## src/rtl/process_scheduler.sv

```systemverilog
// process_scheduler: runs NUM_STAGES sub-controllers in order with a four-phase start/end handshake and per-phase watchdog.
// Optional single-step pause between stages when STEP_MODE_EN is defined.
module process_scheduler #(
  parameter int NUM_STAGES     = 4,
  parameter int TIMEOUT_CYCLES = 1000000,
  parameter int CW             = 20
) (
  input  logic                  clk,
  input  logic                  program_reset,
  input  logic                  run,
  input  logic [NUM_STAGES-1:0] stage_end,
`ifdef STEP_MODE_EN
  input  logic                  step,
`endif
  output logic [NUM_STAGES-1:0] stage_start,
  output logic [2:0]            current_stage,
  output logic                  busy,
  output logic                  done,
  output logic                  timeout_err,
  output logic [2:0]            err_stage
);
  typedef enum logic [2:0] {
    IDLE     = 3'd0,
    RUN      = 3'd1,
    RELEASE  = 3'd2,
    HOLD     = 3'd3,
    COMPLETE = 3'd4,
    ERROR    = 3'd5
  } state_t;
  localparam logic [CW-1:0] TMAX = CW'(TIMEOUT_CYCLES - 1);
  localparam logic [2:0]    LAST = 3'(NUM_STAGES - 1);
`ifdef STEP_MODE_EN
  localparam state_t ADV = HOLD;
`else
  localparam state_t ADV = RUN;
`endif
  state_t        state_q, state_d;
  logic [2:0]    idx_q, idx_d, err_stage_q, err_stage_d;
  logic [CW-1:0] timer_q, timer_d;
  logic          timeout_err_q, timeout_err_d;
  logic          end_cur, hs;
  always_comb begin
    state_d       = state_q;
    idx_d         = idx_q;
    timer_d       = timer_q;
    err_stage_d   = err_stage_q;
    timeout_err_d = timeout_err_q;
    end_cur       = |(stage_end & (NUM_STAGES'(1) << idx_q));
    hs            = (state_q == RUN) ? end_cur : !end_cur;
    case (state_q)
      IDLE: if (run) begin
        state_d       = RUN;
        idx_d         = '0;
        timer_d       = '0;
        timeout_err_d = 1'b0;
      end
      RUN, RELEASE: begin
        // handshake completion has priority over a watchdog expiring in the same cycle
        if (hs) begin
          timer_d = '0;
          if (state_q == RUN) state_d = RELEASE;
          else if (idx_q == LAST) state_d = COMPLETE;
          else begin
            idx_d   = idx_q + 3'd1;
            state_d = ADV;
          end
        end else if (timer_q == TMAX) begin
          state_d       = ERROR;
          err_stage_d   = idx_q;
          timeout_err_d = 1'b1;
        end else timer_d = timer_q + 1'b1;
      end
`ifdef STEP_MODE_EN
      HOLD: if (step) state_d = RUN;
`endif
      COMPLETE, ERROR: if (!run) state_d = IDLE;
      default: state_d = IDLE;
    endcase
  end
  always_ff @(posedge clk or posedge program_reset) begin
    if (program_reset) begin
      state_q       <= IDLE;
      idx_q         <= '0;
      timer_q       <= '0;
      err_stage_q   <= '0;
      timeout_err_q <= 1'b0;
    end else begin
      state_q       <= state_d;
      idx_q         <= idx_d;
      timer_q       <= timer_d;
      err_stage_q   <= err_stage_d;
      timeout_err_q <= timeout_err_d;
    end
  end
  assign stage_start   = (state_q == RUN) ? (NUM_STAGES'(1) << idx_q) : '0;
  assign current_stage = idx_q;
  assign busy          = (state_q == RUN) || (state_q == RELEASE) || (state_q == HOLD);
  assign done          = (state_q == COMPLETE);
  assign timeout_err   = timeout_err_q;
  assign err_stage     = err_stage_q;
endmodule
```

## config.mk

```make
export PLATFORM = sky130hd
export DESIGN_NAME = process_scheduler
export DESIGN_NICKNAME = d
export VERILOG_FILES = /design/src/rtl/process_scheduler.sv
export SDC_FILE = /design/constraint.sdc
export NUM_CORES = 1
export LEC_CHECK = 0
export ABC_CLOCK_PERIOD_IN_PS = 3650
export CORE_MARGIN = 3
export CORE_UTILIZATION = 56
export DETAILED_ROUTE_END_ITERATION = 10
export HOLD_SLACK_MARGIN = 0.05
export PLACE_DENSITY = 0.87
export SKIP_CTS_REPAIR_TIMING = 1
export SYNTH_ARGS = -nofsm -noshare
export SYNTH_HDL_FRONTEND = slang
export SYNTH_SLANG_ARGS = --single-unit
```

## constraint.sdc

```tcl
create_clock -name clk -period 3.65 [get_ports clk]
set_clock_uncertainty 0.1 [all_clocks]
set_input_delay 0.9125 -clock clk [delete_from_list [all_inputs] [get_ports clk]]
set_output_delay 0.9125 -clock clk [all_outputs]
set_load 0.05 [all_outputs]
```

Word-level counts from Yosys, hierarchy flattened
Cells that the tools add are included.
{ "totals": {"reg_bits": 30, "inputBits": 7, "out_inout_bits": 13, "word_cells": 61} }
{ "op_classes": {"n_reduce_logical": 13, "shift": 1, "muxes": 22, "addsub": 2, "bitwise": 2, "n_eq_ne": 16} }
{ "op_table": {"columns": ["operator", "count"], "rows": [
  ["20-bit two-way mux", 3],
  ["20-bit case mux with 2 select lines", 1],
  ["3-bit two-way mux", 10],
  ["20-bit by 1-bit adder with 20-bit output, second input constant", 1],
  ["20-bit equality test, second input constant", 1],
  ["2-bit != test, second input constant", 7],
  ["3-bit by 2-bit equality test with 1-bit output, second input constant", 3],
  ["3-bit case mux with 3 select lines", 1],
  ["3-bit AND reduction", 3],
  ["3-bit equality test, second input constant", 2],
  ["3-bit != test, second input constant", 2],
  ["3-bit case mux with 2 select lines", 1],
  ["5-bit AND reduction", 1],
  ["4-bit bitwise AND", 1],
  ["1-bit two-way mux", 4],
  ["4-bit two-way mux", 1],
  ["4-bit AND reduction", 1],
  ["2-bit OR reduction", 2],
  ["4-bit OR reduction", 1],
  ["1-bit by 3-bit left shift with 4-bit output, first input constant", 1],
  ["3-bit by 1-bit adder with 3-bit output, second input constant", 1],
  ["3-bit by 1-bit equality test with 1-bit output, second input constant", 1],
  ["3-bit zero test", 1],
  ["1-bit logical OR", 2],
  ["other kinds (4)", 4]
]} }

Depth between registers and ports, before layout
{ "logic_depth": {"depth_word": 7, "mapped_depth": 11, "depth_no_buf": 10} }

Worst setup path before layout
OpenSTA, ideal clock, no wires.
{ "synth_path": {"path_kind": "reg-to-reg", "start": "reg idx_q[0], in the netlist current_stage[0]", "end": "reg err_stage_q[0], in the netlist err_stage[0]", "stages_incl_launch_ff": 11, "synth_period_minus_slack_ns": 3.054, "path_slack_ns": 0.596, "setup_time_ns": 0.128, "required_ns": 3.422, "n_path_buf": 0, "t_arrival_ns": 2.827, "path_cell_list": "dfrtp_1 > inv_1 > ha_1 > a222oi_1 > o21ai_0 > ha_1 > nor4b_4 > nand2_1 > nor4_2 > nand2_1 > mux2_1"} }
{ "synth_via": {"elab_chain_cells": 7} }
{ "synth_rtl": {"columns": ["item", "line", "source"], "rows": [
  ["from (decl)", "38", "logic [2:0] idx_q, idx_d, err_stage_q, err_stage_d;"],
  ["from (signal assigned)", "89", "idx_q <= idx_d;"],
  ["1-bit by 3-bit left shift with 4-bit output", "48", "end_cur = |(stage_end & (NUM_STAGES'(1) << idx_q));"],
  ["4-bit bitwise AND", "48", null],
  ["4-bit OR reduction", "48", null],
  ["1-bit zero test", "49", "hs = (state_q == RUN) ? end_cur : !end_cur;"],
  ["1-bit two-way mux", "49", null],
  ["1-bit inverter (no line)", null, null],
  ["3-bit AND reduction (no line)", null, null],
  ["to (signal assigned)", "91", "err_stage_q <= err_stage_d;"],
  ["to (decl)", "38", null]
]} }
Several ways; a longest one is shown, not always the timed one.
A chain may end at the register's enable or synchronous reset.

Worst setup path after layout
{ "layout_path": {"start": "reg state_q[0]", "end": "out stage_start[0]"} }
{ "layout_via": {"elab_chain_cells": 2} }
{ "layout_rtl": {"columns": ["item", "line", "source"], "rows": [
  ["from (decl)", "37", "state_t state_q, state_d;"],
  ["from (signal assigned)", "88", "state_q <= state_d;"],
  ["3-bit by 1-bit equality test with 1-bit output", "95", "assign stage_start = (state_q == RUN) ? (NUM_STAGES'(1) << idx_q) : '0;"],
  ["4-bit two-way mux", "95", null],
  ["to (decl)", "15", "output logic [NUM_STAGES-1:0] stage_start,"]
]} }
Every way passes these cells.

==> results_tabular.tex <==
\begin{tabular}{lr}
\hline
Metric & Value \\
\hline
\multicolumn{2}{l}{\textbf{Status}} \\
\quad Run status & finished, final reports clean \\
\multicolumn{2}{l}{\textbf{Die}} \\
\quad Die area & roughly 0.0042 mm\^{}2 \\
\quad Rows & 20 \\
\quad Die height & around 65 um \\
\quad Area inside the core boundary & between 0.003 and 0.004 mm\^{}2 \\
\quad Starting density of the core & 0.614 \\
\quad X dimension of the die & 65.0 um \\
\quad Top-level I/O count & 20 \\
\multicolumn{2}{l}{\textbf{Synthesis}} \\
\quad Summed instance area of the synthesized netlist & approximately 0.002 mm\^{}2 \\
\quad Sequential element share of the synthesized area & 0.385 \\
\quad Simple logic cell fraction of the synthesized area & 0.256 \\
\quad Count of flip-flops with a built-in enable after synthesis & 0 \\
\quad Main flop type after synthesis & sky130\_fd\_sc\_hd\_\_dfrtp\_1 \\
\quad Syn Area/Cell & about 9 um\^{}2 \\
\quad Netlist cell types & 48 \\
\quad Synthesized netlist cell count & approximately 210 \\
\quad Xor and xnor fraction of the mapped netlist area & 0.0135 \\
\quad Ys async rst share & 1.00 \\
\quad Largest family of logic cells by synthesized area & simple AND/OR/NAND/NOR gates \\
\quad Synthesized netlist net count & between 200 and 250 \\
\quad Fraction of the mapped netlist area in compound gates & 0.233 \\
\quad Post-Synth Adder-Cell Area & 0.0449 \\
\quad Flip-flop and latch count after synthesis & 30 \\
\quad Number of warnings reported in the yosys synthesis log & 0 \\
\quad Mux cell area share after synthesis & 0.0173 \\
\multicolumn{2}{l}{\textbf{Routing}} \\
\quad Average wire per cell in the routed design & about 15 um \\
\quad Detailed-router iteration count before antenna repair & 4 \\
\quad Count of nets left with antenna violations after detail routing & 0 \\
\quad Routed via count divided by cell count & between 5 and 6 \\
\quad Number of violations reported at the end of detailed-routing iteration 0 & 85 \\
\quad Number of remaining DRC errors & 0 \\
\quad Total detailed-routing wirelength & about 4 mm \\
\quad Vias post-DR & between 1500 and 2000 \\
\multicolumn{2}{l}{\textbf{Cells and area}} \\
\quad Layout Utilization & 0.717 \\
\quad NumNets Final & 250 \\
\quad Diodes inserted & 0 \\
\quad Share of post-route cells with drive strength above 1 & 0.118 \\
\quad Synth-to-Final Area Change & 16.7\% \\
\multicolumn{2}{l}{\textbf{Placement}} \\
\quad Placer's final routability congestion estimate & between 0.8 and 0.9 \\
\quad Count of buffers inserted at the top-level ports & 19 \\
\quad Post-DP HPWL & roughly 3.0 mm \\
\multicolumn{2}{l}{\textbf{Clock network}} \\
\quad Clock transition at path regs & about 90 ps \\
\quad Clock latency on the worst-skew pair & 330 ps \\
\quad Number of buffers on the longest clock path & 2 \\
\quad Clock tree from TritonCTS & done \\
\quad H-Tree Level Count & 2 \\
\quad TritonCTS buffer count & 5 \\
\quad Clock root buffer master & sky130\_fd\_sc\_hd\_\_clkbuf\_4 \\
\quad Clock sink count & 30 \\
\multicolumn{2}{l}{\textbf{Worst setup path}} \\
\quad Endpoint type of the worst setup path & output port \\
\quad Minimum setup slack among reg-to-reg paths & between 800 and 900 ps \\
\quad Launching point of the worst reg2reg path & current\_stage[0] \\
\quad Delay contributed by the slowest stage of the critical path & roughly 800 ps \\
\quad Critical path launch point type & flip-flop \\
\quad Depth of the worst register-to-register path & 10 \\
\quad Worst path cell trace & nor3b\_1, and3\_1, clkdlybuf4s50\_1 \\
\quad Category of the most critical setup path & flip-flop to output port \\
\quad CP max FO & 11 \\
\quad Arrival time reported for the critical path endpoint & between 2000 and 2500 ps \\
\quad Family of cells with the greatest summed delay on the critical path & buffers and inverters \\
\quad Data required time of the worst path & $\sim$2600 ps \\
\quad Crit path buffers/inverters & 1 \\
\quad Cell type of the slowest stage on the worst timing path & sky130\_fd\_sc\_hd\_\_clkdlybuf4s50\_1 \\
\quad Crit path launch & state\_q[0] \\
\quad R2r endpoint & err\_stage[0] \\
\multicolumn{2}{l}{\textbf{Timing}} \\
\quad Share of the clock period used by the worst path & 0.924 \\
\quad Setup repair after global routing missed its margin & no \\
\quad Minimum period implied by the final worst setup slack & 3370 ps \\
\quad Final Hold Viols & 0 \\
\quad Timing-limited maximum frequency & 0.296 GHz \\
\quad Final setup vio count & 0 \\
\quad Transition at the pin with the smallest max-transition slack & 563 ps \\
\quad Number of max-slew violations in the final report & 0 \\
\quad Headroom to the max-slew limit & 0.621 \\
\quad Total Negative Setup Slacks & 0 ps \\
\multicolumn{2}{l}{\textbf{Hold path}} \\
\quad Path type of the worst min-delay path & flip-flop to flip-flop \\
\quad Worst Hold Path EP & err\_stage[0] \\
\quad Hold path depth & 1 \\
\quad Origin of the worst min-delay path & err\_stage[0] \\
\multicolumn{2}{l}{\textbf{Job}} \\
\quad Number of max-cap violations & 0 \\
\multicolumn{2}{l}{\textbf{Global routing}} \\
\quad Wire length of the first global-routing pass & between 7 and 8 mm \\
\quad Maximum number of pins on one net before global-route repair & 31 \\
\quad Antenna violations before repair & 0 \\
\quad Global-route congestion overflow total & 0 \\
\quad Total global-route track usage & 0.217 \\
\quad Vias in the first global route & 1600 \\
\multicolumn{2}{l}{\textbf{Power}} \\
\quad Power density over cell area & about 670 mW/mm\^{}2 \\
\quad Worst voltage drop across the vdd grid & about 0.00034 V \\
\quad Leakage power figure & 0.983 nW \\
\quad Total Power Consumption & roughly 1.5 mW \\
\hline
\end{tabular}
## flip-flops by register name, indices dropped and copies added, names as in the netlist
name,count
err_stage,3
timer_q,20
timeout_err,1
state_q,3
current_stage,3
## cell families after synthesis
logic type | Yosys count
and+or+nand+nor | 79
AOI/OAI and AO/OA | 72
DFF | 30
buffers and inverters | 18
adders and majority gates | 7
xor gates and xnor gates | 3
muxes | 3
## synth_stat cells, types with 3 or more instances
cell type,number,share of area
sky130_fd_sc_hd__o21ai_1,26,0.067
sky130_fd_sc_hd__nand2_1,24,0.046
sky130_fd_sc_hd__and2_1,3,0.0096
sky130_fd_sc_hd__o21ai_0,8,0.021
sky130_fd_sc_hd__nor2_1,15,0.029
sky130_fd_sc_hd__mux2_1,3,0.017
sky130_fd_sc_hd__a41oi_1,3,0.013
sky130_fd_sc_hd__ha_1,7,0.045
sky130_fd_sc_hd__and3_1,4,0.013
sky130_fd_sc_hd__inv_1,8,0.015
sky130_fd_sc_hd__a31oi_1,4,0.013
sky130_fd_sc_hd__o31ai_1,8,0.031
sky130_fd_sc_hd__nand3_1,5,0.013
sky130_fd_sc_hd__dfrtp_1,30,0.38
sky130_fd_sc_hd__nand4_1,7,0.022
sky130_fd_sc_hd__a21oi_1,13,0.033
sky130_fd_sc_hd__buf_4,3,0.012
## power breakdown
| group | total [mW] | internal [mW] | leakage (nW) | switching, mW |
|---|---|---|---|---|
| clock | 0.246 | 0.131 | 0.0446 | 0.115 |
| sequential | 0.419 | 0.365 | 0.413 | 0.0541 |
| combinational | 0.858 | 0.347 | 0.526 | 0.511 |
## worst max-delay path by stage
| stage | to | slack, ps | cells after the start |
|---|---|---|---|
| 2_1_floorplan | err_stage[0] | 600 | 10 |
| 3_3_place_gp | err_stage[1] | 250 | 9 |
| 3_5_place_dp | err_stage[0] | 200 | 9 |
| 4_1_cts | stage_start[0] | 260 | 3 |
| 5_1_grt | stage_start[2] | 90 | 3 |
| 6_report | stage_start[0] | 280 | 3 |
## routing by layer
layer  up-vias  track usage  routed length, um
met5         -            0                  0
met2        39        0.354               1970
met3         9       0.0381                191
met1       788        0.283               1890
li1        836            -                  -
met4         0       0.0907                 70
## area by class of cell
cell class | instances | area, um^2
Timing Repair Buffer | 27 | 263
Clock buffer | 8 | 78.8
Sequential cell | 30 | 751
Multi-Input combinational cell | 164 | 1100
Tap cell | 44 | 55.1
Fill cell | 244 | 900
Inverter | 8 | 30.0
## through the flow
stage	hold WS (ps)	instances	cell area, um^2	setup WS (ps)
detailed placement	390	273	2200	198
finish	408	281	2280	277
global route	426	281	2280	86.8
CTS	415	281	2280	262
global placement	376	273	2200	255
floorplan	355	212	1950	596
## cell usage in the layout (no fill, tap or decap), types with 8 or more instances in the layout
cell type,instances
sky130_fd_sc_hd__dfrtp_1,30
sky130_fd_sc_hd__o21ai_1,26
sky130_fd_sc_hd__nand2_1,24
sky130_fd_sc_hd__clkdlybuf4s50_1,19
sky130_fd_sc_hd__nor2_1,15
sky130_fd_sc_hd__a21oi_1,13
sky130_fd_sc_hd__inv_1,8
sky130_fd_sc_hd__o21ai_0,8
sky130_fd_sc_hd__o31ai_1,8
No activity file was read; power rests on OpenSTA's default activity.
